**src/rtl/decode_pkg.sv**
```systemverilog
// Shared opcode constants and instruction field helpers for the decode stage.
// Field helpers take the widths as arguments so any OPC_W/REG_W combination can use them.
package decode_pkg;

  localparam logic [31:0] OP_NOP = 32'd0;
  localparam logic [31:0] OP_ST  = 32'd14;
  localparam logic [31:0] OP_BR  = 32'd15;

  function automatic logic writes_rd(input logic [31:0] op);
    return !(op == OP_NOP || op == OP_ST || op == OP_BR);
  endfunction

  function automatic logic [31:0] fld_mask(input int w);
    return (32'd1 << w) - 32'd1;
  endfunction

  // Instruction layout is {opcode, rd, rs, rt}, MSB first.
  function automatic logic [31:0] fld_rt(input logic [31:0] instr, input int reg_w);
    return instr & fld_mask(reg_w);
  endfunction

  function automatic logic [31:0] fld_rs(input logic [31:0] instr, input int reg_w);
    return (instr >> reg_w) & fld_mask(reg_w);
  endfunction

  function automatic logic [31:0] fld_rd(input logic [31:0] instr, input int reg_w);
    return (instr >> (2 * reg_w)) & fld_mask(reg_w);
  endfunction

  function automatic logic [31:0] fld_op(input logic [31:0] instr, input int opc_w,
                                        input int reg_w);
    return (instr >> (3 * reg_w)) & fld_mask(opc_w);
  endfunction

endpackage

```
**src/rtl/decode_scoreboard.sv**
```systemverilog
// Per-register pending-write scoreboard with one set port, one clear port and
// two hazard queries. Register 0 is never busy.
module decode_scoreboard
  import decode_pkg::*;
#(
  parameter int NREGS = 16,
  parameter int REG_W = $clog2(NREGS)
) (
  input  logic             clk,
  input  logic             rst,
  input  logic             set_en,
  input  logic [REG_W-1:0] set_addr,
  input  logic             clr_en,
  input  logic [REG_W-1:0] clr_addr,
  input  logic [REG_W-1:0] qa_addr,
  output logic             qa_busy,
  input  logic [REG_W-1:0] qb_addr,
  output logic             qb_busy
);

  logic [NREGS-1:0] busy_q;
  logic [NREGS-1:0] busy_d;

  // NOTE: every signal written in always_comb gets a default first so no latch is inferred.
  always_comb begin
    busy_d = busy_q;
    if (clr_en && clr_addr != '0) busy_d[clr_addr] = 1'b0;
    // Set is applied last so a new writer keeps ownership over a same-cycle writeback.
    if (set_en && set_addr != '0) busy_d[set_addr] = 1'b1;
    busy_d[0] = 1'b0;
  end

  // NOTE: the scoreboard is a plain flop vector, so it is fully reset; a true RAM would not be.
  // NOTE: sequential state uses non-blocking assignments only.
  always_ff @(posedge clk or posedge rst) begin
    if (rst) busy_q <= '0;
    else     busy_q <= busy_d;
  end

  assign qa_busy = busy_q[qa_addr];
  assign qb_busy = busy_q[qb_addr];

endmodule

```
**src/rtl/decode_stage.sv**
```systemverilog
// Instruction decode stage: field split, operand read, scoreboard stall, one output slot.
// Define DECODE_BYPASS_EN to forward a same-cycle writeback into the issuing operands.
module decode_stage
  import decode_pkg::*;
#(
  parameter int DATA_W  = 16,
  parameter int NREGS   = 16,
  parameter int OPC_W   = 4,
  parameter int REG_W   = $clog2(NREGS),
  parameter int INSTR_W = OPC_W + 3 * REG_W
) (
  input  logic               clk,
  input  logic               rst,
  input  logic               in_valid,
  output logic               in_ready,
  input  logic [INSTR_W-1:0] in_instr,
  output logic [REG_W-1:0]   rf_rs_addr,
  output logic [REG_W-1:0]   rf_rt_addr,
  input  logic [DATA_W-1:0]  rf_rs_data,
  input  logic [DATA_W-1:0]  rf_rt_data,
  input  logic               wb_valid,
  input  logic [REG_W-1:0]   wb_addr,
  input  logic [DATA_W-1:0]  wb_data,
  output logic               out_valid,
  input  logic               out_ready,
  output logic [OPC_W-1:0]   opcode,
  output logic [REG_W-1:0]   rdidx,
  output logic [DATA_W-1:0]  rsval,
  output logic [DATA_W-1:0]  rtval
);

  logic [OPC_W-1:0]  op;
  logic [REG_W-1:0]  rd, rs, rt;
  logic              rs_busy, rt_busy, rs_haz, rt_haz, accept;
  logic [DATA_W-1:0] rs_val, rt_val;

  logic              out_valid_q, out_valid_d;
  logic [OPC_W-1:0]  opcode_q, opcode_d;
  logic [REG_W-1:0]  rdidx_q, rdidx_d;
  logic [DATA_W-1:0] rsval_q, rsval_d, rtval_q, rtval_d;

  assign op = OPC_W'(fld_op(32'(in_instr), OPC_W, REG_W));
  assign rd = REG_W'(fld_rd(32'(in_instr), REG_W));
  assign rs = REG_W'(fld_rs(32'(in_instr), REG_W));
  assign rt = REG_W'(fld_rt(32'(in_instr), REG_W));

  assign rf_rs_addr = rs;
  assign rf_rt_addr = rt;

  decode_scoreboard #(.NREGS(NREGS), .REG_W(REG_W)) u_sb (
    .clk      (clk),
    .rst      (rst),
    .set_en   (accept && writes_rd(32'(op))),
    .set_addr (rd),
    .clr_en   (wb_valid),
    .clr_addr (wb_addr),
    .qa_addr  (rs),
    .qa_busy  (rs_busy),
    .qb_addr  (rt),
    .qb_busy  (rt_busy)
  );

`ifdef DECODE_BYPASS_EN
  logic rs_byp, rt_byp;
  assign rs_byp = wb_valid && wb_addr == rs && rs != '0;
  assign rt_byp = wb_valid && wb_addr == rt && rt != '0;
  assign rs_haz = rs_busy && !rs_byp;
  assign rt_haz = rt_busy && !rt_byp;
  assign rs_val = (rs == '0) ? '0 : (rs_byp ? wb_data : rf_rs_data);
  assign rt_val = (rt == '0) ? '0 : (rt_byp ? wb_data : rf_rt_data);
`else
  logic unused_wb_data;
  assign unused_wb_data = ^wb_data;
  assign rs_haz = rs_busy;
  assign rt_haz = rt_busy;
  assign rs_val = (rs == '0) ? '0 : rf_rs_data;
  assign rt_val = (rt == '0) ? '0 : rf_rt_data;
`endif

  assign in_ready = !rst && !(rs_haz || rt_haz) && (!out_valid_q || out_ready);
  assign accept   = in_valid && in_ready;

  always_comb begin
    out_valid_d = out_valid_q;
    opcode_d    = opcode_q;
    rdidx_d     = rdidx_q;
    rsval_d     = rsval_q;
    rtval_d     = rtval_q;
    if (accept) begin
      out_valid_d = 1'b1;
      opcode_d    = op;
      rdidx_d     = rd;
      rsval_d     = rs_val;
      rtval_d     = rt_val;
    end else if (out_ready) begin
      out_valid_d = 1'b0;
    end
  end

  always_ff @(posedge clk or posedge rst) begin
    if (rst) begin
      out_valid_q <= 1'b0;
      opcode_q    <= '0;
      rdidx_q     <= '0;
      rsval_q     <= '0;
      rtval_q     <= '0;
    end else begin
      out_valid_q <= out_valid_d;
      opcode_q    <= opcode_d;
      rdidx_q     <= rdidx_d;
      rsval_q     <= rsval_d;
      rtval_q     <= rtval_d;
    end
  end

  assign out_valid = out_valid_q;
  assign opcode    = opcode_q;
  assign rdidx     = rdidx_q;
  assign rsval     = rsval_q;
  assign rtval     = rtval_q;

endmodule

```
**config.mk**
```make
export PLATFORM = sky130hd
export DESIGN_NAME = decode_stage
export DESIGN_NICKNAME = d
export VERILOG_FILES = /design/src/rtl/decode_pkg.sv /design/src/rtl/decode_scoreboard.sv /design/src/rtl/decode_stage.sv
export SDC_FILE = /design/constraint.sdc
export NUM_CORES = 1
export LEC_CHECK = 0
export ABC_AREA = 1
export CORE_ASPECT_RATIO = 0.6
export CORE_MARGIN = 10
export CORE_UTILIZATION = 38
export CTS_BUF_LIST = sky130_fd_sc_hd__clkbuf_16
export DETAILED_ROUTE_END_ITERATION = 10
export GPL_ROUTABILITY_DRIVEN = 0
export GPL_TIMING_DRIVEN = 0
export MAX_ROUTING_LAYER = met4
export PLACE_DENSITY = 0.79
export RECOVER_POWER = 100
export SETUP_SLACK_MARGIN = 0.3
export SKIP_LAST_GASP = 1
export SYNTH_ARGS = -nofsm -noshare
export SYNTH_HDL_FRONTEND = slang
export SYNTH_SLANG_ARGS = --single-unit
```
**constraint.sdc**
```tcl
create_clock -name clk -period 1.7 [get_ports clk]
set_input_delay 0.34 -clock clk [delete_from_list [all_inputs] [get_ports clk]]
set_output_delay 0.34 -clock clk [all_outputs]
set_load 0.01 [all_outputs]
```
# Word level (Yosys, flattened, before mapping)
# Cells that the tools add are included.
[word_totals] output_inout_bits=50 input_bits=73 register_bits=56 elab_cells=53
[classes] n_lt_le_gt_ge=6 n_eq_ne=2 n_bitwise=3 muxes=14 reduce_logical=22
[ops] operator="16-bit two-way mux" count=4
[ops] operator="4-bit by 5-bit less-than comparator with 1-bit output (second input constant)" count=4
[ops] operator="16-bit bitwise AND" count=1
[ops] operator="16-bit NOT" count=1
[ops] operator="16-bit bitwise OR" count=1
[ops] operator="4-bit zero test" count=3
[ops] operator="1-bit binary-select mux with 4-bit select" count=2
[ops] operator="1-bit demux with 4-bit select" count=2
[ops] operator="4-bit == test (second input constant)" count=2
[ops] operator="4-bit by 1-bit greater-or-equal comparator with 1-bit output (second input constant)" count=2
[ops] operator="1-bit logical AND" count=8
[ops] operator="4-bit nonzero test" count=2
[ops] operator="1-bit two-way mux" count=6
[ops] operator="1-bit zero test" count=4
[ops] operator="1-bit logical OR" count=4
[ops] operator="2-bit nonzero test" count=1

# Longest topological paths before layout
[logic_depth] depth_word=10 depth_mapped=13

# Modules after synthesis
# A second synthesis with hierarchy kept.
[hier_totals] cells_unflattened=391 area_unflattened_um2=3031.7
[modules_own_cells] mod="decode_stage" seq_area_each_um2=1026.0 cells_each=233 area_each_um2=1994.4 n_inst=1
[modules_own_cells] mod="decode_scoreboard" seq_area_each_um2=375.4 cells_each=158 area_each_um2=1037.2 n_inst=1

# Worst setup path before layout
# Ideal clock, no wire load.
[synth_path] path_type="input-to-output" from="input in_instr[0]" to="output in_ready" n_path_buf=2 slack_ns=0.159 cell_stages=9 arrival_time_ns=1.201 t_required_ns=1.360 path_cell_list="buf_4 inv_2 nand2_1 nand3_1 nand3_1 nand3_1 nand2_1 nor2_2 buf_2"
[synth_between] elab_chain_len=6
[synth_rtl] item="start: declaration" line="decode_stage.sv:16" text="input logic [INSTR_W-1:0] in_instr,"
[synth_rtl] item="1-bit binary-select mux with 4-bit select" line="decode_scoreboard.sv:41" text="assign qb_busy = busy_q[qb_addr];"
[synth_rtl] item="1-bit two-way mux (not written as such)" line="decode_scoreboard.sv:41"
[synth_rtl] item="1-bit logical OR" line="decode_stage.sv:80" text="assign in_ready = !rst && !(rs_haz || rt_haz) && (!out_valid_q || out_ready);"
[synth_rtl] item="1-bit zero test" line="decode_stage.sv:80"
[synth_rtl] item="1-bit logical AND (2 in a row)" line="decode_stage.sv:80"
[synth_rtl] item="end: declaration" line="decode_stage.sv:15" text="output logic in_ready,"
# No other way between the ends. The select of a mux whose other input is x is not followed.

# Worst setup path in the final report
[layout_path] from="register u_sb.busy_q[1]" to="output in_ready"
[layout_between] elab_chain_len=6 word_cells_on_any_way=8
[layout_rtl] item="start: declaration" line="decode_scoreboard.sv:21" text="logic [NREGS-1:0] busy_q;"
[layout_rtl] item="start signal: assignment" line="decode_scoreboard.sv:37" text="else busy_q <= busy_d;"
[layout_rtl] item="1-bit binary-select mux with 4-bit select (on tied branches)" line="decode_scoreboard.sv:40, decode_scoreboard.sv:41"
[layout_rtl] item="1-bit two-way mux (on tied branches)" line="decode_scoreboard.sv:40, decode_scoreboard.sv:41"
[layout_rtl] item="1-bit logical OR (*)" line="decode_stage.sv:80"
[layout_rtl] item="1-bit zero test (*)" line="decode_stage.sv:80"
[layout_rtl] item="1-bit logical AND (*) (2 in a row)" line="decode_stage.sv:80"
# Mark *: on every way between the ends. The rest lies on a longest branch, timed or not. The select of a mux whose other input is x is not followed.

==> qor.txt <==
================================================================================
Max-capacitance violation count ...................................            0
Horiz. Die Dim ....................................................       138 µm
Number of global-route vias before repair .........................         3506
H-tree depth ......................................................            2
Detailed-placement wirelength estimate ............................      8.08 mm
Crit start category ...............................................     register
Max frequency .....................................................      525 MHz
# fillers .........................................................          674
Clock Sinks .......................................................           56
Data arrival time of the worst path ...............................      1570 ps
Vias per Instance .................................................         5.17
Final number of setup-violating endpoints .........................           47
Static leakage power ..............................................      2.74 nW
Failing checks .................................................... negative setup slack
CTS clk-pin slew, worst paths .....................................        70 ps
TritonCTS Buffers .................................................            5
Synth top area cells .............................................. sky130_fd_sc_hd__dfrtp_1, sky130_fd_sc_hd__nand2_1, sky130_fd_sc_hd__nand3_1
Number of detailed-routing iterations run before antenna repair ...            5
Net Count, Synth ..................................................          525
Headroom to the max-slew limit ....................................        0.193
Port-buffer cells .................................................          104
Largest area contributor in the synthesized netlist ............... sky130_fd_sc_hd__dfrtp_1
Max Buffers Root-to-Sink ..........................................            2
Number of slew-limit violations in the final report ...............            0
Worst supply voltage drop on vdd ..................................     0.511 mV
Setup TNS .........................................................     -6400 ps
Total of flip-flops plus latches after synthesis ..................           56
Final Cycle Share .................................................         1.12
Area of the multi-input gates .....................................  0.00165 mm²
Share of synthesized area occupied by flip-flops and latches ......        0.443
Kind of end point of the critical path ............................   output pin
Synthesized-area fraction occupied by ao, oa, aoi and oai cells ...       0.0340
Power per cell area ...............................................   887 mW/mm²
Number of hold buffers added after CTS ............................            0
Floorplan Core Area ...............................................  0.00798 mm²
Number of antenna violations at the first check in global routing .            0
Synth Cell Area ...................................................  0.00316 mm²
Full die area .....................................................   0.0125 mm²
DR WL/cell ........................................................      16.5 µm
Initial DRC count .................................................          289
Final setup skew ..................................................      3.13 ps
Routed vias .......................................................         3632
Top-level I/O count ...............................................          123
Status ............................................................ finished with violations
Synthesis warning total ...........................................            0
Cell row count ....................................................           25
Starting density of the core ......................................        0.397
Xor and xnor fraction of the mapped netlist area ..................            0
RSZ-0062 raised after global routing ..............................         true
Global route total overflow .......................................            0
Yosys cell types ..................................................           20
CTS tree ..........................................................        built
Required arrival time at the worst endpoint .......................      1360 ps
Chip Height .......................................................      90.7 µm
Post-Syn Instances ................................................          452
Net count, final ..................................................          668
Cell total after placement ........................................          664
Top fanout value on the critical path .............................            3
Clock latency reported for the late side of the worst-skew pair ...       290 ps
CTS root buffer ................................................... sky130_fd_sc_hd__clkbuf_16
Worst setup timing slack at the placement stage ...................      -993 ps
Dominant combinational cell family by area after synthesis ........ simple AND/OR/NAND/NOR gates
Post-Route WL .....................................................      11.6 mm
Most frequent cells in the layout ................................. sky130_fd_sc_hd__nand2_1, sky130_fd_sc_hd__nor2_1, sky130_fd_sc_hd__dfrtp_1
Global routing usage summed across all routing layers .............        0.185
Antenna Diode Count ...............................................            0
Sequential standard cell area .....................................  0.00140 mm²
Count of non-filler cells in the finished layout ..................          703
Multiplexer share of the synthesized area .........................            0
Synth Area in Simple Gates ........................................        0.392
Setup WS post-layout ..............................................      -206 ps
Worst Max-Slew Pin Slew ...........................................      1210 ps
Most common library cell in the layout ignoring fill and taps ..... sky130_fd_sc_hd__nand2_1
Shortest period the worst path allows .............................      1910 ps
Core Util, Final ..................................................        0.659
Wire length of the first global-routing pass ......................      18.3 mm
Kind of critical path .............................................      reg2out
Type of the most critical hold path ...............................       in2reg
Residual DRC ......................................................            0
Area fraction of the dominant cell type after synthesis ...........        0.443
Fraction of final layout cells sized beyond drive strength 1 ......        0.254
Worst hold slack across all endpoints .............................       363 ps
Pin count of the biggest net entering global routing ..............           57
Endpoints failing hold ............................................            0
Number of nets still failing antenna checks after routing .........            0
Adder-cell share of the synthesized area ..........................            0
Synth-to-Final Area Change ........................................        66.1%
Mapped Avg Cell Area ..............................................     7.00 µm²
================================================================================
-- registers in the layout (all words and copies together) (netlist names) --
name	cells
rsval	16
out_valid	1
rtval	16
rdidx	4
u_sb.busy_q	15
opcode	4
-- what timing repair did --
action | in CTS | in global routing
pin swaps | 19 | 20
endpoints found under the setup margin | 160 | 113
resized for setup | 124 | 58
gates cloned | 11 | 1
buffers inserted | 14 | 6
-- cell type report --
cell class | count | area share
Clock inverter | 2 | 0.00143
Sequential cell | 56 | 0.267
Multi-Input combinational cell | 308 | 0.314
Buffer | 30 | 0.0553
Inverter | 59 | 0.0443
Tap cell | 108 | 0.0257
Timing Repair Buffer | 135 | 0.269
Clock buffer | 5 | 0.0238
-- where the power goes --
| group | total [mW] | internal, mW | switching, mW |
|---|---|---|---|
| sequential | 1.90 | 1.64 | 0.255 |
| clock | 0.981 | 0.529 | 0.452 |
| combinational | 1.78 | 0.898 | 0.883 |
| total | 4.66 | 3.07 | 1.59 |
-- critical path, stage by stage (launching register included) --
cell                      delay (ps)
sky130_fd_sc_hd__dfrtp_1         410
sky130_fd_sc_hd__nand2_1          80
sky130_fd_sc_hd__nor2_1           40
sky130_fd_sc_hd__nor2_1          110
sky130_fd_sc_hd__a21oi_1          80
sky130_fd_sc_hd__nand2_1         100
sky130_fd_sc_hd__nand2_2          70
sky130_fd_sc_hd__nor2_4          150
sky130_fd_sc_hd__buf_6           130
sky130_fd_sc_hd__buf_6           100
-- worst paths after layout --
kind / endpoint / slack (ps) / cells after the start / from
worst min register to register: rsval[7]$_DFFE_PP0P_ / 480 / 2 / rsval[7]$_DFFE_PP0P_
worst min-delay path: out_valid$_DFFE_PP0P_ / 360 / 2 / out_ready
worst max register to register: rdidx[3]$_DFFE_PP0P_ / -170 / 14 / u_sb.busy_q[1]$_DFF_PP0_
min in group asynchronous: rsval[10]$_DFFE_PP0P_ / 720 / 2 / rst
max in group asynchronous: u_sb.busy_q[13]$_DFF_PP0_ / 320 / 2 / rst
worst max-delay path: in_ready / -210 / 9 / u_sb.busy_q[1]$_DFF_PP0_
-- logic make-up (layout without fill, tap and decap cells) --
group / count (synthesis) / in the layout
buf+inv: 89 / 231
compound gates: 19 / 19
flops: 56 / 56
simple gates: 288 / 289
-- layer usage --
| layer | vias up | share of wire | global-route usage |
|---|---|---|---|
| met1 | 1707 | 0.45 | 0.254 |
| met5 | - | 0 | - |
| met3 | 24 | 0.10 | 0.0483 |
| met2 | 201 | 0.43 | 0.269 |
| met4 | 0 | 0.014 | 0.0355 |
| li1 | 1700 | - | - |
-- stage by stage --
step	power [mW]	cell area, µm²
after detailed placement	3.46	4470
after global placement	3.40	4470
after floorplan	2.53	3290
after global routing	4.95	5250
final	4.66	5250
after CTS	4.49	5030
-- cell usage after synthesis --
cell type / n
sky130_fd_sc_hd__inv_1: 57
sky130_fd_sc_hd__o21ai_0: 11
sky130_fd_sc_hd__nor3_2: 2
sky130_fd_sc_hd__nor2_1: 59
sky130_fd_sc_hd__and3_1: 1
sky130_fd_sc_hd__clkbuf_1: 8
sky130_fd_sc_hd__inv_2: 2
sky130_fd_sc_hd__nor2_2: 1
sky130_fd_sc_hd__buf_4: 11
sky130_fd_sc_hd__buf_2: 7
sky130_fd_sc_hd__nor4_1: 1
sky130_fd_sc_hd__buf_6: 4
sky130_fd_sc_hd__nand2_1: 143
sky130_fd_sc_hd__or2_2: 1
sky130_fd_sc_hd__dfrtp_1: 56
sky130_fd_sc_hd__nand3_1: 63
sky130_fd_sc_hd__o31ai_1: 5
sky130_fd_sc_hd__nand4_1: 16
sky130_fd_sc_hd__nor4_4: 1
sky130_fd_sc_hd__a21oi_1: 3
No activity file was read; power rests on OpenSTA's default activity.
